$ cat config.mk
export PLATFORM = sky130hd
export DESIGN_NAME = seq_stage_controller
export DESIGN_NICKNAME = d
export VERILOG_FILES = /design/src/rtl/y86_pkg.sv /design/src/rtl/seq_next_pc.sv /design/src/rtl/seq_stage_controller.sv
export SDC_FILE = /design/constraint.sdc
export NUM_CORES = 1
export LEC_CHECK = 0
export BUFFER_PORTS_ARGS = -buffer_cell sky130_fd_sc_hd__buf_2
export CAP_MARGIN = 20
export CORE_AREA = 2 2 122 124
export DETAILED_ROUTE_END_ITERATION = 10
export DIE_AREA = 0 0 124 126
export PLACE_DENSITY = 0.73
export SYNTH_ARGS = -nofsm -noshare
export SYNTH_HDL_FRONTEND = slang
export SYNTH_SLANG_ARGS = --single-unit
$ cat constraint.sdc
create_clock -name clk -period 3.55 [get_ports clk]
set_input_delay 0.71 -clock clk [delete_from_list [all_inputs] [get_ports clk]]
set_output_delay 0.71 -clock clk [all_outputs]
set_load 0.02 [all_outputs]
$ cat src/rtl/y86_pkg.sv
// Shared Y86-64 definitions for the SEQ sequencer: icodes, status codes, FSM states.
package y86_pkg;

   localparam logic [3:0] I_HALT   = 4'h0;
   localparam logic [3:0] I_NOP    = 4'h1;
   localparam logic [3:0] I_RRMOVQ = 4'h2;
   localparam logic [3:0] I_IRMOVQ = 4'h3;
   localparam logic [3:0] I_RMMOVQ = 4'h4;
   localparam logic [3:0] I_MRMOVQ = 4'h5;
   localparam logic [3:0] I_OPQ    = 4'h6;
   localparam logic [3:0] I_JXX    = 4'h7;
   localparam logic [3:0] I_CALL   = 4'h8;
   localparam logic [3:0] I_RET    = 4'h9;
   localparam logic [3:0] I_PUSHQ  = 4'hA;
   localparam logic [3:0] I_POPQ   = 4'hB;

   localparam logic [2:0] STAT_AOK = 3'd1;
   localparam logic [2:0] STAT_HLT = 3'd2;
   localparam logic [2:0] STAT_ADR = 3'd3;
   localparam logic [2:0] STAT_INS = 3'd4;

   typedef enum logic [2:0] {
      StIdle,
      StFetch,
      StDecode,
      StExecute,
      StMemory,
      StWriteback,
      StPcupd,
      StHalted
   } state_e;

   function automatic logic is_mem_icode(input logic [3:0] ic);
      logic r;
      case (ic)
         I_RMMOVQ, I_MRMOVQ, I_CALL, I_RET, I_PUSHQ, I_POPQ: r = 1'b1;
         default:                                          r = 1'b0;
      endcase
      return r;
   endfunction

endpackage

$ cat src/rtl/seq_next_pc.sv
// Combinational next-PC selection for the SEQ core; pure muxing, no arithmetic.
module seq_next_pc
   import y86_pkg::*;
#(
   parameter int unsigned ADDR_W = 64
) (
   input  logic [3:0]        icode,
   input  logic              cnd,
   input  logic [ADDR_W-1:0] valC,
   input  logic [ADDR_W-1:0] valP,
   input  logic [ADDR_W-1:0] valM,
   output logic [ADDR_W-1:0] next_pc
);

   always_comb begin
      next_pc = valP;
      case (icode)
         I_JXX:   next_pc = cnd ? valC : valP;
         I_CALL:  next_pc = valC;
         I_RET:   next_pc = valM;
         default: next_pc = valP;
      endcase
   end

endmodule

$ cat src/rtl/seq_stage_controller.sv
// SEQ Y86-64 multi-cycle sequencer: stage enables, data-memory handshake, PC and status.
module seq_stage_controller
   import y86_pkg::*;
#(
   parameter int unsigned       ADDR_W      = 64,
   parameter logic [ADDR_W-1:0] RESET_PC    = '0,
   parameter int unsigned       MEM_TIMEOUT = 16,
   parameter int unsigned       CNT_W       = 32
) (
   input  logic              clk,
   input  logic              rst_n,
   input  logic              start,
   input  logic [3:0]        icode,
   input  logic              instr_valid,
   input  logic              imem_error,
   input  logic              cnd,
   input  logic [ADDR_W-1:0] valC,
   input  logic [ADDR_W-1:0] valP,
   input  logic [ADDR_W-1:0] valM,
   input  logic              mem_ack,
   input  logic              dmem_error,
   output logic              fetch_en,
   output logic              decode_en,
   output logic              execute_en,
   output logic              memory_en,
   output logic              writeback_en,
   output logic              pcupd_en,
   output logic              mem_req,
   output logic [ADDR_W-1:0] pc,
   output logic [2:0]        stat,
   output logic              halted,
   output logic              busy,
   output logic [CNT_W-1:0]  instr_count
);

   localparam int unsigned TMO_W = $clog2(MEM_TIMEOUT + 1);
   localparam logic [TMO_W-1:0] TMO_LAST = TMO_W'(MEM_TIMEOUT - 1);

   state_e            state_q, state_d;
   logic [2:0]        stat_q, stat_d;
   logic [TMO_W-1:0]  tmo_q, tmo_d;
   logic [ADDR_W-1:0] pc_q;
   logic [CNT_W-1:0]  cnt_q;
   logic [ADDR_W-1:0] next_pc;
   logic              pc_load;

   seq_next_pc #(
      .ADDR_W (ADDR_W)
   ) u_next_pc (
      .icode   (icode),
      .cnd     (cnd),
      .valC    (valC),
      .valP    (valP),
      .valM    (valM),
      .next_pc (next_pc)
   );

   always_comb begin
      state_d      = state_q;
      stat_d       = stat_q;
      tmo_d        = '0;
      pc_load      = 1'b0;
      fetch_en     = 1'b0;
      decode_en    = 1'b0;
      execute_en   = 1'b0;
      memory_en    = 1'b0;
      writeback_en = 1'b0;
      pcupd_en     = 1'b0;
      mem_req      = 1'b0;
      case (state_q)
         StIdle: begin
            if (start) state_d = StFetch;
         end
         StFetch: begin
            fetch_en = 1'b1;
            if (imem_error) begin
               stat_d  = STAT_ADR;
               state_d = StHalted;
            end else if (!instr_valid) begin
               stat_d  = STAT_INS;
               state_d = StHalted;
            end else if (icode == I_HALT) begin
               stat_d  = STAT_HLT;
               state_d = StHalted;
            end else begin
               state_d = StDecode;
            end
         end
         StDecode: begin
            decode_en = 1'b1;
            state_d   = StExecute;
         end
         StExecute: begin
            execute_en = 1'b1;
            state_d    = StMemory;
         end
         StMemory: begin
            memory_en = 1'b1;
            if (is_mem_icode(icode)) begin
               mem_req = 1'b1;
               if (mem_ack) begin
                  if (dmem_error) begin
                     stat_d  = STAT_ADR;
                     state_d = StHalted;
                  end else begin
                     state_d = StWriteback;
                  end
               end else if (tmo_q == TMO_LAST) begin
                  // Last permitted wait cycle passed without an ack.
                  stat_d  = STAT_ADR;
                  state_d = StHalted;
               end else begin
                  tmo_d = tmo_q + 1'b1;
               end
            end else begin
               state_d = StWriteback;
            end
         end
         StWriteback: begin
            writeback_en = 1'b1;
            state_d      = StPcupd;
         end
         StPcupd: begin
            pcupd_en = 1'b1;
            pc_load  = 1'b1;
            state_d  = StFetch;
         end
         StHalted: begin
            state_d = StHalted;
         end
         default: begin
            state_d = StIdle;
         end
      endcase
   end

   always_ff @(posedge clk or negedge rst_n) begin
      if (!rst_n) begin
         state_q <= StIdle;
         stat_q  <= STAT_AOK;
         tmo_q   <= '0;
         pc_q    <= RESET_PC;
         cnt_q   <= '0;
      end else begin
         state_q <= state_d;
         stat_q  <= stat_d;
         tmo_q   <= tmo_d;
         if (pc_load) begin
            pc_q  <= next_pc;
            cnt_q <= cnt_q + 1'b1;
         end
      end
   end

   // stat_q only leaves AOK on entry to HALTED, which is left only by reset.
   assign stat        = stat_q;
   assign pc          = pc_q;
   assign instr_count = cnt_q;
   assign halted      = (state_q == StHalted);
   assign busy        = (state_q != StIdle) && (state_q != StHalted);

endmodule

After elaboration in Yosys (flattened, before gate mapping)
Cells that the tools add are included.

storage, ports and cells
  register bits after elaboration = 107
  input bits = 204
  output and inout bits = 108
  logic and storage cells = 70

cells by class
  $add $sub $neg = 2
  equal/unequal tests = 22
  multiplexer cells = 33
  reduce and logical (&&, ||, !) cells = 8

operator list
  cell                   count
  $pmux 64 s3            1
  $mux 64                1
  $mux 3                 14
  $add 32x1->32 const B  1
  $pmux 3 s8             1
  $mux 5                 4
  $eq 4x4->1 const B     4
  $eq 3x3->1 const B     4
  $eq 4x3->1 const B     3
  $mux 1                 10
  $ne 3x3->1 const B     3
  $ne 4x4->1 const B     2
  $eq 3x2->1 const B     2
  $pmux 3 s2             1
  $reduce_or 6->1        1
  $add 5x1->5 const B    1
  $eq 5x4->1 const B     1
  $reduce_and 5->1       1
  $logic_not 4->1        1
  $ne 2x2->1 const B     2
  $eq 3x1->1 const B     1
  $logic_not 3->1        1
  $reduce_bool 3->1      1
  $mux 2                 1
  3 further kinds        3

Longest topological paths before layout
  word-level depth = 6
  mapped depth = 7
  depth with buffers taken out = 5

Hierarchy
A second synthesis with hierarchy kept.

second synthesis, totals
  cell total of the unflattened synthesis = 784
  area total of the unflattened synthesis = 6834.1 µm²

by module, submodules not included
  module                instances  cells an instance  area each (µm²)  sequential area each (µm²)
  seq_stage_controller  1          474                4493.1           2678.8
  seq_next_pc           1          310                2341.0           0.0

Worst setup path before layout
OpenSTA, ideal clock, no wires.

  path type = input to output
  start = in icode[3]
  end = out mem_req
  arrival time = 1.609 ns
  path slack = 1.231 ns
  stages on the path = 2
  buffers on the path = 0
  path through = or3b_2 -> a21oi_1

between the ends
  word-level cells in the longest chain between the ends = 6
  elaborated cells between the ends (all ways) = 11

ends and longest elaborated chain
  element                                          line                        source
  from (decl)                                      seq_stage_controller.sv:13  input logic [3:0] icode,
  $eq 4x3->1 / $eq 4x4->1 (equally long branches)  y86_pkg.sv:35               case (ic)
  $reduce_or 6->1 *                                y86_pkg.sv:35
  $mux 1 *                                         y86_pkg.sv:35
  $mux 1 *                                         seq_stage_controller.sv:70  case (state_q)
  $mux 1 *                                         seq_stage_controller.sv:99  if (is_mem_icode(icode)) begin
  $mux 1 *                                         seq_stage_controller.sv:70
  to (decl)                                        seq_stage_controller.sv:28  output logic mem_req,

Every way passes the cells marked *; elsewhere a longest branch is shown, timed or not. The select of a mux whose other input is x is not followed.

Worst setup path in the final report
  start = reg state_q[0]
  end = out mem_req

between the ends
  word-level cells in the longest chain between the ends = 2

ends and longest elaborated chain
  element                 line                         source
  from (decl)             seq_stage_controller.sv:39   state_e state_q, state_d;
  from (signal assigned)  seq_stage_controller.sv:139  state_q <= StIdle;
  from (signal assigned)  seq_stage_controller.sv:145  state_q <= state_d;
  $eq 3x3->1              seq_stage_controller.sv:70
  $mux 1                  seq_stage_controller.sv:70

Every way passes these cells.

==> results.md <==
- Top FF cell, synth: dfrtp_1
- Post-CTS setup buffers: 0
- Tmin final: 2.51 ns
- Finished Core Util: 50.8%
- WL met1: 6.90 mm
- Period utilisation layout: between 70% and 80%
- DRC Markers: 0
- Most common cell after layout, fill and taps aside: buf_2
- Min Hold Slack: 0.229 ns
- Seq pwr share: between 30 and 40%
- CP startpoint kind: flop
- Worst-Skew Late Latency: between 0.3 and 0.4 ns
- VDD IR max: 0.388 mV
- Placed Cells: 1024
- Status: finished clean
- RSZ-0062 raised after global routing: false
- Clock Skew: ~0.0075 ns
- DR vias: 5403
- MaxCap Viol Count: 0
- Post-route ant nets: 0
- Critical path origin: state_q[0]
- Largest net degree at the start of global routing: 65
- Port bufs: slightly above 300
- Asr flop ratio synth: 100%
- Slew Limit Fails: 0
- Row count: 44
- Syn_nets: 764
- Pleak: approximately 0.0038 µW
- IO Count: 312
- Mapped cell area: 5230 µm²
- Longest Clk Path Bufs: 2
- Crit-path max FO: 13
- Final-report setup violation count: 0
- Met3 WL: 1.31 mm
- Vias in the first global route: around 5400
- Worst hold path type: input port to asynchronous set/reset pin
- Layout Nets: 1057
- Worst slew pin tran: roughly 0.73 ns
- Switching Share: 41.7%
- Total gr overflow: 0
- CTS sink cnt: 107
- Clock network power share: between 10% and 20%
- Post-Layout Cell Count: 1044
- Detailed Route WL: ~17 mm
- Root buf cell: clkbuf_16
- Sw Pwr: approximately 2200 µW
- # hold bufs at CTS: 0
- Most frequent cells in the layout: 310 x buf_2, 106 x dfrtp_1, 83 x nand2_1
- Post-synth top area cell: dfrtp_1
- Die W: ~120 µm
- Final hold violations: 0
- Sequential element share of the synthesized area: 51.2%
- Library cells used by synthesis: 40
- Area growth syn-to-layout: 39.2%
- CTS tree: built
- Vias per inst: between 5 and 6
- Synth Area per Inst: 9.37 µm²
- Detailed placement HPWL: 12.9 mm
- FMAX: 398 MHz
- Final worst slack: around 1.0 ns
- Initial drt markers: 245
- Pwr dens: slightly above 700 nW/µm²
- CTS Buf Count: 9
- WP data arrival: 1.80 ns
- Clock Pin Slew Worst Setup and Hold Paths: 0.07 ns
- CTS resizes: 0
- DR WL met2: 8.67 mm
- Dominant cells by area after synthesis: dfrtp_1 51%, a221oi_1 11%, a21oi_1 6.4%, nand2_1 6.0%, nor2_1 5.2%
- Worst endpoint required time: 2.84 ns
- First-pass GRT wire length: 27.2 mm
- DR pass1 iterations: 5
- Highest metal used: met4
- Share of cells above drive strength 1: 41.4%
- Critical path endpoint: mem_req
- R2R depth: 5
- Ys Warns: 0
- CP Capture Type: output port
- DP Worst Slack: between 1 and 1.5 ns
- Die Y: 126 µm
- Synthesized instance count: approximately 560
- Cell Int Power: a little over 3000 µW
- Initial core utilization: between 30% and 40%
- Full die area: 15600 µm²
- Core area: 14300 µm²
- FF+latch count, synth: 107
- Setup slack, reg-to-reg: around 1.4 ns
- Combinational power share: 43.4%
- Setup_tns: 0 ns
- H-tree depth: 3
- Post-synth top area share: 50.7%
- Routed len/inst: 16.7 µm
- Initial antenna violation count: 4
- GRT Total Usage: 22.4%
- Reg-to-Reg Start: state_q[0]
- Post-synth EDFFs: 0
- Reg2Reg Capture Point: instr_count[15]
- Slew Limit Headroom: 50.3%
- GP Congestion: just under 0.9
- WS Path Type: flop to output port
[state kept, by name (all words and copies together), names as in the netlist]
signal,flops
tmo_q,5
state_q,3
stat,3
pc,64
instr_count,32
[how the worst min path moves through the flow]
stage                 endpoint  cells after the start  slack, ns       startpoint
2_1_floorplan   instr_count[0]                      0       0.41            rst_n
3_3_place_gp   instr_count[31]                      1       0.45  instr_count[31]
3_5_place_dp           stat[0]                      2       0.45          stat[0]
4_1_cts                 pc[10]                      1       0.22            rst_n
5_1_grt               tmo_q[4]                      1       0.23            rst_n
6_report              tmo_q[4]                      1       0.23            rst_n
[stage by stage]
stage	power, µW	instance area (µm²)
after floorplan	3350	5230
after global placement	4180	6960
after detailed placement	4230	6960
after CTS	5280	7270
after global routing	5600	7270
final	5230	7280
[power by group through the flow]
stage	Combinational [µW]	Sequential, µW	Clock [µW]
floorplan	965	2390	0
global placement	2250	1930	0
detailed placement	2300	1930	0
CTS	2290	1930	1060
global route	2500	1990	1110
finish	2270	1930	1040
[cells by family (layout without fill, tap and decap cells)]
| kind of cell | count (synthesis) | count (layout) | share of synthesized area (%) |
|---|---|---|---|
| buffers and inverters | 51 | 349 | 3.97 |
| AOI/OAI and AO/OA | 146 | 146 | 19.1 |
| other | 0 | 4 | 0 |
| DFF | 107 | 107 | 51.2 |
| xor gates and xnor gates | 34 | 34 | 5.70 |
| and+or+nand+nor | 218 | 218 | 19.5 |
| adders and majority gates | 2 | 2 | 0.479 |
[final cells by class]
type | instances | area, µm²
Antenna cell | 4 | 10.0
Clock buffer | 11 | 243
Clock inverter | 5 | 62.6
Fill cell | 1382 | 7040
Inverter | 12 | 45.0
Multi-Input combinational cell | 400 | 2350
Sequential cell | 107 | 2680
Tap cell | 184 | 230
Timing Repair Buffer | 321 | 1660
[Yosys cell counts (7+ instances only)]
library cell / n
a21oi_1: 67
a221oi_1: 64
buf_2: 7
clkbuf_1: 26
dfrtp_1: 106
inv_1: 11
nand2_1: 83
nand3_1: 12
nand4_1: 7
nor2_1: 73
nor3_1: 8
nor3_2: 8
xnor2_1: 15
xor2_1: 19
[worst max-delay path: stages (launching register included)]
cell	delay (ns)
dfrtp_1	0.50
or3b_2	0.55
a21oi_1	0.20
buf_2	0.20
[layer usage]
layer  vias up  GRT usage, %
li1       2591             -
met4         0          9.05
met1      2547          26.4
met3        36          6.43
met5         -             0
met2       229          38.1
No activity file was read; power rests on OpenSTA's default activity.
